## config.mk

```make
export PLATFORM = sky130hd
export DESIGN_NAME = control_unit
export DESIGN_NICKNAME = d
export VERILOG_FILES = /design/src/rtl/control_unit.sv
export SDC_FILE = /design/constraint.sdc
export NUM_CORES = 1
export LEC_CHECK = 0
export CORE_UTILIZATION = 40
export DETAILED_ROUTE_END_ITERATION = 16
export PLACE_DENSITY = 0.9
export SLEW_MARGIN = 10
export SYNTH_ARGS = -nofsm -noshare
export SYNTH_HDL_FRONTEND = slang
export SYNTH_SLANG_ARGS = --single-unit
```

## constraint.sdc

```tcl
create_clock -name Clock -period 3 [get_ports Clock]
set_input_delay 0.6 -clock Clock [delete_from_list [all_inputs] [get_ports Clock]]
set_output_delay 0.6 -clock Clock [all_outputs]
set_load 0.005 [all_outputs]
```

## src/rtl/control_unit.sv

```systemverilog
// control_unit: multi-cycle Moore controller for a small 16-bit datapath.
// Sequences FETCH / DECODE / execute, owns the PC and instruction register,
// and decodes every memory and register-file strobe from the state code.
// Optional build macro: CU_LOGIC_OPS_EN adds AND/OR/XOR (opcodes 6, 7, 8).
module control_unit (
    input  logic        Clock,
    input  logic        Reset,
    input  logic [15:0] Instr_Data,
    output logic [6:0]  PC_Addr,
    output logic [15:0] IR_Out,
    output logic [7:0]  D_Addr,
    output logic        D_Rd,
    output logic        D_Wr,
    output logic [3:0]  RF_Ra_Addr,
    output logic [3:0]  RF_Rb_Addr,
    output logic [3:0]  RF_W_Addr,
    output logic        RF_W_en,
    output logic        RF_s,
    output logic [2:0]  ALU_Sel,
    output logic [3:0]  State_Out,
    output logic        Halted
);

    localparam logic [3:0] S_INIT   = 4'd0;
    localparam logic [3:0] S_FETCH  = 4'd1;
    localparam logic [3:0] S_DECODE = 4'd2;
    localparam logic [3:0] S_NOOP   = 4'd3;
    localparam logic [3:0] S_LOAD_A = 4'd4;
    localparam logic [3:0] S_LOAD_B = 4'd5;
    localparam logic [3:0] S_STORE  = 4'd6;
    localparam logic [3:0] S_ADD    = 4'd7;
    localparam logic [3:0] S_SUB    = 4'd8;
    localparam logic [3:0] S_HALT   = 4'd9;
`ifdef CU_LOGIC_OPS_EN
    localparam logic [3:0] S_AND    = 4'd10;
    localparam logic [3:0] S_OR     = 4'd11;
    localparam logic [3:0] S_XOR    = 4'd12;
`endif

    logic [3:0]  state_reg;
    logic [3:0]  state_next;
    logic [6:0]  pc_reg;
    logic [15:0] ir_reg;

    logic [3:0]  opcode;
    logic [3:0]  ra_field;
    logic [3:0]  rb_field;
    logic [3:0]  rc_field;
    logic [7:0]  mem_addr;
    logic [3:0]  mem_reg;

    // Instruction fields; ALU and memory formats overlap on the same bits.
    assign opcode   = ir_reg[15:12];
    assign ra_field = ir_reg[11:8];
    assign rb_field = ir_reg[7:4];
    assign rc_field = ir_reg[3:0];
    assign mem_addr = ir_reg[11:4];
    assign mem_reg  = ir_reg[3:0];

    // State, PC and IR registers; IR capture and PC increment share the FETCH edge.
    always_ff @(posedge Clock) begin
        if (Reset) begin
            state_reg <= S_INIT;
            pc_reg    <= 7'd0;
            ir_reg    <= 16'd0;
        end else begin
            state_reg <= state_next;
            if (state_reg == S_FETCH) begin
                ir_reg <= Instr_Data;
                pc_reg <= pc_reg + 7'd1;  // natural 7-bit wrap 127 -> 0
            end
        end
    end

    // Next-state logic: DECODE dispatches on the opcode, unknown opcodes run as NOOP.
    always_comb begin
        state_next = state_reg;
        case (state_reg)
            S_INIT:   state_next = S_FETCH;
            S_FETCH:  state_next = S_DECODE;
            S_DECODE: begin
                case (opcode)
                    4'd0:    state_next = S_NOOP;
                    4'd1:    state_next = S_STORE;
                    4'd2:    state_next = S_LOAD_A;
                    4'd3:    state_next = S_ADD;
                    4'd4:    state_next = S_SUB;
                    4'd5:    state_next = S_HALT;
`ifdef CU_LOGIC_OPS_EN
                    4'd6:    state_next = S_AND;
                    4'd7:    state_next = S_OR;
                    4'd8:    state_next = S_XOR;
`endif
                    default: state_next = S_NOOP;
                endcase
            end
            S_LOAD_A: state_next = S_LOAD_B;
            S_NOOP:   state_next = S_FETCH;
            S_LOAD_B: state_next = S_FETCH;
            S_STORE:  state_next = S_FETCH;
            S_ADD:    state_next = S_FETCH;
            S_SUB:    state_next = S_FETCH;
`ifdef CU_LOGIC_OPS_EN
            S_AND:    state_next = S_FETCH;
            S_OR:     state_next = S_FETCH;
            S_XOR:    state_next = S_FETCH;
`endif
            S_HALT:   state_next = S_HALT;
            default:  state_next = S_INIT;
        endcase
    end

    // Moore outputs from state alone; write strobes are additionally masked by Reset.
    always_comb begin
        D_Addr     = 8'd0;
        D_Rd       = 1'b0;
        D_Wr       = 1'b0;
        RF_Ra_Addr = 4'd0;
        RF_Rb_Addr = 4'd0;
        RF_W_Addr  = 4'd0;
        RF_W_en    = 1'b0;
        RF_s       = 1'b0;
        ALU_Sel    = 3'd0;
        case (state_reg)
            S_LOAD_A: begin
                D_Addr = mem_addr;
                D_Rd   = 1'b1;
            end
            S_LOAD_B: begin
                D_Addr    = mem_addr;
                D_Rd      = 1'b1;
                RF_s      = 1'b1;
                RF_W_en   = 1'b1;
                RF_W_Addr = mem_reg;
            end
            S_STORE: begin
                D_Addr     = mem_addr;
                D_Wr       = 1'b1;
                RF_Ra_Addr = mem_reg;
            end
            S_ADD, S_SUB
`ifdef CU_LOGIC_OPS_EN
            , S_AND, S_OR, S_XOR
`endif
            : begin
                RF_Ra_Addr = ra_field;
                RF_Rb_Addr = rb_field;
                RF_W_Addr  = rc_field;
                RF_W_en    = 1'b1;
                case (state_reg)
                    S_SUB:   ALU_Sel = 3'd1;
`ifdef CU_LOGIC_OPS_EN
                    S_AND:   ALU_Sel = 3'd4;
                    S_OR:    ALU_Sel = 3'd5;
                    S_XOR:   ALU_Sel = 3'd6;
`endif
                    default: ALU_Sel = 3'd0;
                endcase
            end
            default: ;
        endcase
        // A reset landing mid-instruction must not commit a memory or register write.
        if (Reset) begin
            D_Wr    = 1'b0;
            RF_W_en = 1'b0;
        end
    end

    assign PC_Addr   = pc_reg;
    assign IR_Out    = ir_reg;
    assign State_Out = state_reg;
    assign Halted    = (state_reg == S_HALT);

endmodule

```

==> results by group <==
Worst setup path
  – CP required: roughly 2.4 ns
  – Critical Path Start: State_Out[2]
  – CP max FO: 11
  – Crit path DAT: approximately 2.2 ns
  – Worst Setup End Kind: output port
  – Reg2reg end: PC_Addr[6]
  – RR Startpoint: State_Out[0]
  – Type of origin of the critical path: flop
  – Flop-to-flop setup slack: around 0.84 ns
  – Worst Setup Path Type: reg -> out
  – Number of cells on the worst reg-to-reg path: 4

Placement
  – Detail Placement HPWL: between 2 and 3 mm
  – # port buffers: 70
  – RePlAce Congestion: 0.789

Detailed routing
  – Drt pass-1 iters: 4
  – Wire length per cell: roughly 13 µm
  – DRC errors left: 0
  – Routed vias: 1,436
  – ANT nets after route: 0
  – DR vias/cell: 5.09
  – Routed WL: about 3.8 mm
  – 1st-iter DRT viols: between 80 and 90

Power
  – PwrDens: approximately 380 mW/mm²
  – Overall power: around 0.0008 W
  – Leakage: about 0.75 nW
  – Worst vdd ir: 0.000187 V

Logic synthesis
  – Post-synth EDFFs: 0
  – Seq/Total Area, Yosys: 0.401
  – Synth cell types: 37
  – Synth Flop Type: dfxtp_1
  – FFs w/ async S/R, synth: 0
  – Synthesis-stage register bit count: 27
  – Post-Syn Area: about 0.0013 mm²
  – Synth Instances: ~170
  – Synth warn: 0
  – Avg Cell Area, Syn: around 8 µm²

STA
  – Relative slew slack: 0.637
  – Final Max Tran Viols: 0
  – Tmin final: approximately 2.8 ns
  – RSZ-0062 raised after global routing: false
  – Fin. Hold Viols: 0
  – Fmax: about 360 MHz
  – Final setup TNS: 0 ns
  – Worst-Margin Slew: around 0.54 ns
  – Final Cycle Share: 0.927
  – Final setup fails: 0
  – Post-Route Skew: between 0.01 and 0.015 ns

Clocking
  – CTS max path bufs: 2
  – Clk_lat worst skew: around 0.33 ns
  – Total CTS buffers: 3
  – H-tree depth: 1
  – Clock transition at path regs: ~0.16 ns
  – Root Driver: clkbuf_4
  – # hold bufs at CTS: 0
  – CTS tree: built
  – CTS sink cnt: 27

Cells and area
  – Most common library cell in the layout ignoring fill and taps: clkdlybuf4s50_1
  – Most frequent cells in the layout: 70 x clkdlybuf4s50_1, 35 x nand2_1, 27 x dfxtp_1
  – N_diodes: 0
  – Area grow syn2layout: 56.6%
  – Post-layout nets: 258
  – Ratio of cells with drive above 1 in the final layout: 0.0504

Worst hold path
  – Hold_sp: PC_Addr[6]
  – Hold depth: 2
  – Hold/Removal Path Class: reg -> reg
  – Hold Path End: PC_Addr[6]

Floorplan
  – Ports: 73
  – FP Rows: 20
  – Overall die area: about 0.0036 mm²
  – Initial Utilization: 0.431
  – Die H: ~60 µm
  – Core Area: around 0.0031 mm²
  – Chip width: approximately 60 µm

Global routing
  – Largest net degree at the start of global routing: 23
  – Gr usage total: 0.223
  – Remaining global-route overflow: 0
  – Vias in the first global route: about 1,300
  – Initial antenna violation count: 0
  – First-pass GRT wire length: between 6 and 7 mm

Job
  – Max Cap Viol: 0

Run status
  – Outcome: finished clean
-- per-stage QoR --
stage	std cells	hold WS [ns]	utilization	worst slack (ns)	cell area [µm²]
2_1_floorplan	174	0.468	-	0.976	1350
5_1_grt	282	0.536	0.675	0.0526	2110
3_5_place_dp	278	0.468	0.663	0.460	2070
6_report	282	0.490	0.675	0.220	2110
3_3_place_gp	278	0.467	0.663	0.517	2070
4_1_cts	282	0.490	0.673	0.0697	2100
-- cell type report --
type	count	area (µm²)
flip-flops and latches	27	541
clock inverters	1	7.51
clock buffers	3	22.5
fillers	275	1020
repair buffers	74	731
inverters	2	7.51
well taps	44	55.1
multi-input cells	131	747
-- report_power, final --
| group | internal (W) | leakage [nW] | switching, W |
|---|---|---|---|
| Sequential | 0.000389 | 0.220 | 0.0000437 |
| Clock | 0.0000509 | 0.0139 | 0.000109 |
| Combinational | 0.000119 | 0.513 | 0.0000929 |
-- registers in the layout, summed over array words and instances, names as in the netlist --
register   cells
IR_Out        16
PC_Addr        7
State_Out      4
-- synthesized netlist by cell type, types with 3 or more instances --
cell	count	area, µm²
o21ai_0	3	15.0
nor3_1	4	20.0
a21oi_1	23	115
a22o_1	4	35.0
nand3_1	3	15.0
nand2_1	35	131
dfxtp_1	27	541
nor2b_1	3	18.8
clkbuf_1	9	33.8
nor2_1	4	15.0
and2_1	17	106
nor4b_1	3	26.3
o21a_1	4	30.0
nand2b_1	3	18.8
-- worst max-delay path by stage --
stage,end,slack (ns),cells after the start
global placement,D_Wr,0.52,3
global route,D_Addr[1],0.05,4
CTS,RF_Ra_Addr[2],0.07,4
finish,D_Addr[0],0.22,4
detailed placement,RF_Ra_Addr[2],0.46,4
floorplan,RF_Rb_Addr[0],0.98,4
-- metal layers --
layer,track usage,vias to the layer above,wire [µm]
met5,0,-,0
met4,0.0664,0,45
met3,0.0541,4,228
met2,0.375,44,1850
met1,0.282,667,1670
li1,-,721,-
-- timing repair --
item | CTS | global route
setup buffers | 0 | 0
endpoints found under the setup margin | 0 | 9
resized for setup | 0 | 1
-- kinds of logic (layout without fill, tap and decap cells) --
| family | Yosys count | after routing | share of synthesized area |
|---|---|---|---|
| simple gates | 83 | 83 | 0.319 |
| compound gates | 43 | 43 | 0.198 |
| flops | 27 | 27 | 0.401 |
| buf+inv | 16 | 80 | 0.0566 |
| xor+xnor | 2 | 2 | 0.0130 |
| fa+ha+maj | 1 | 1 | 0.00928 |
| other cells | 1 | 2 | 0.00278 |
-- critical path, stage by stage (launching register included) --
cell             delay (ns)
dfxtp_1                0.58
nand2b_1               0.19
a21oi_1                0.39
and2_1                 0.21
clkdlybuf4s50_1        0.50
Power figures use the tool's default switching activity.
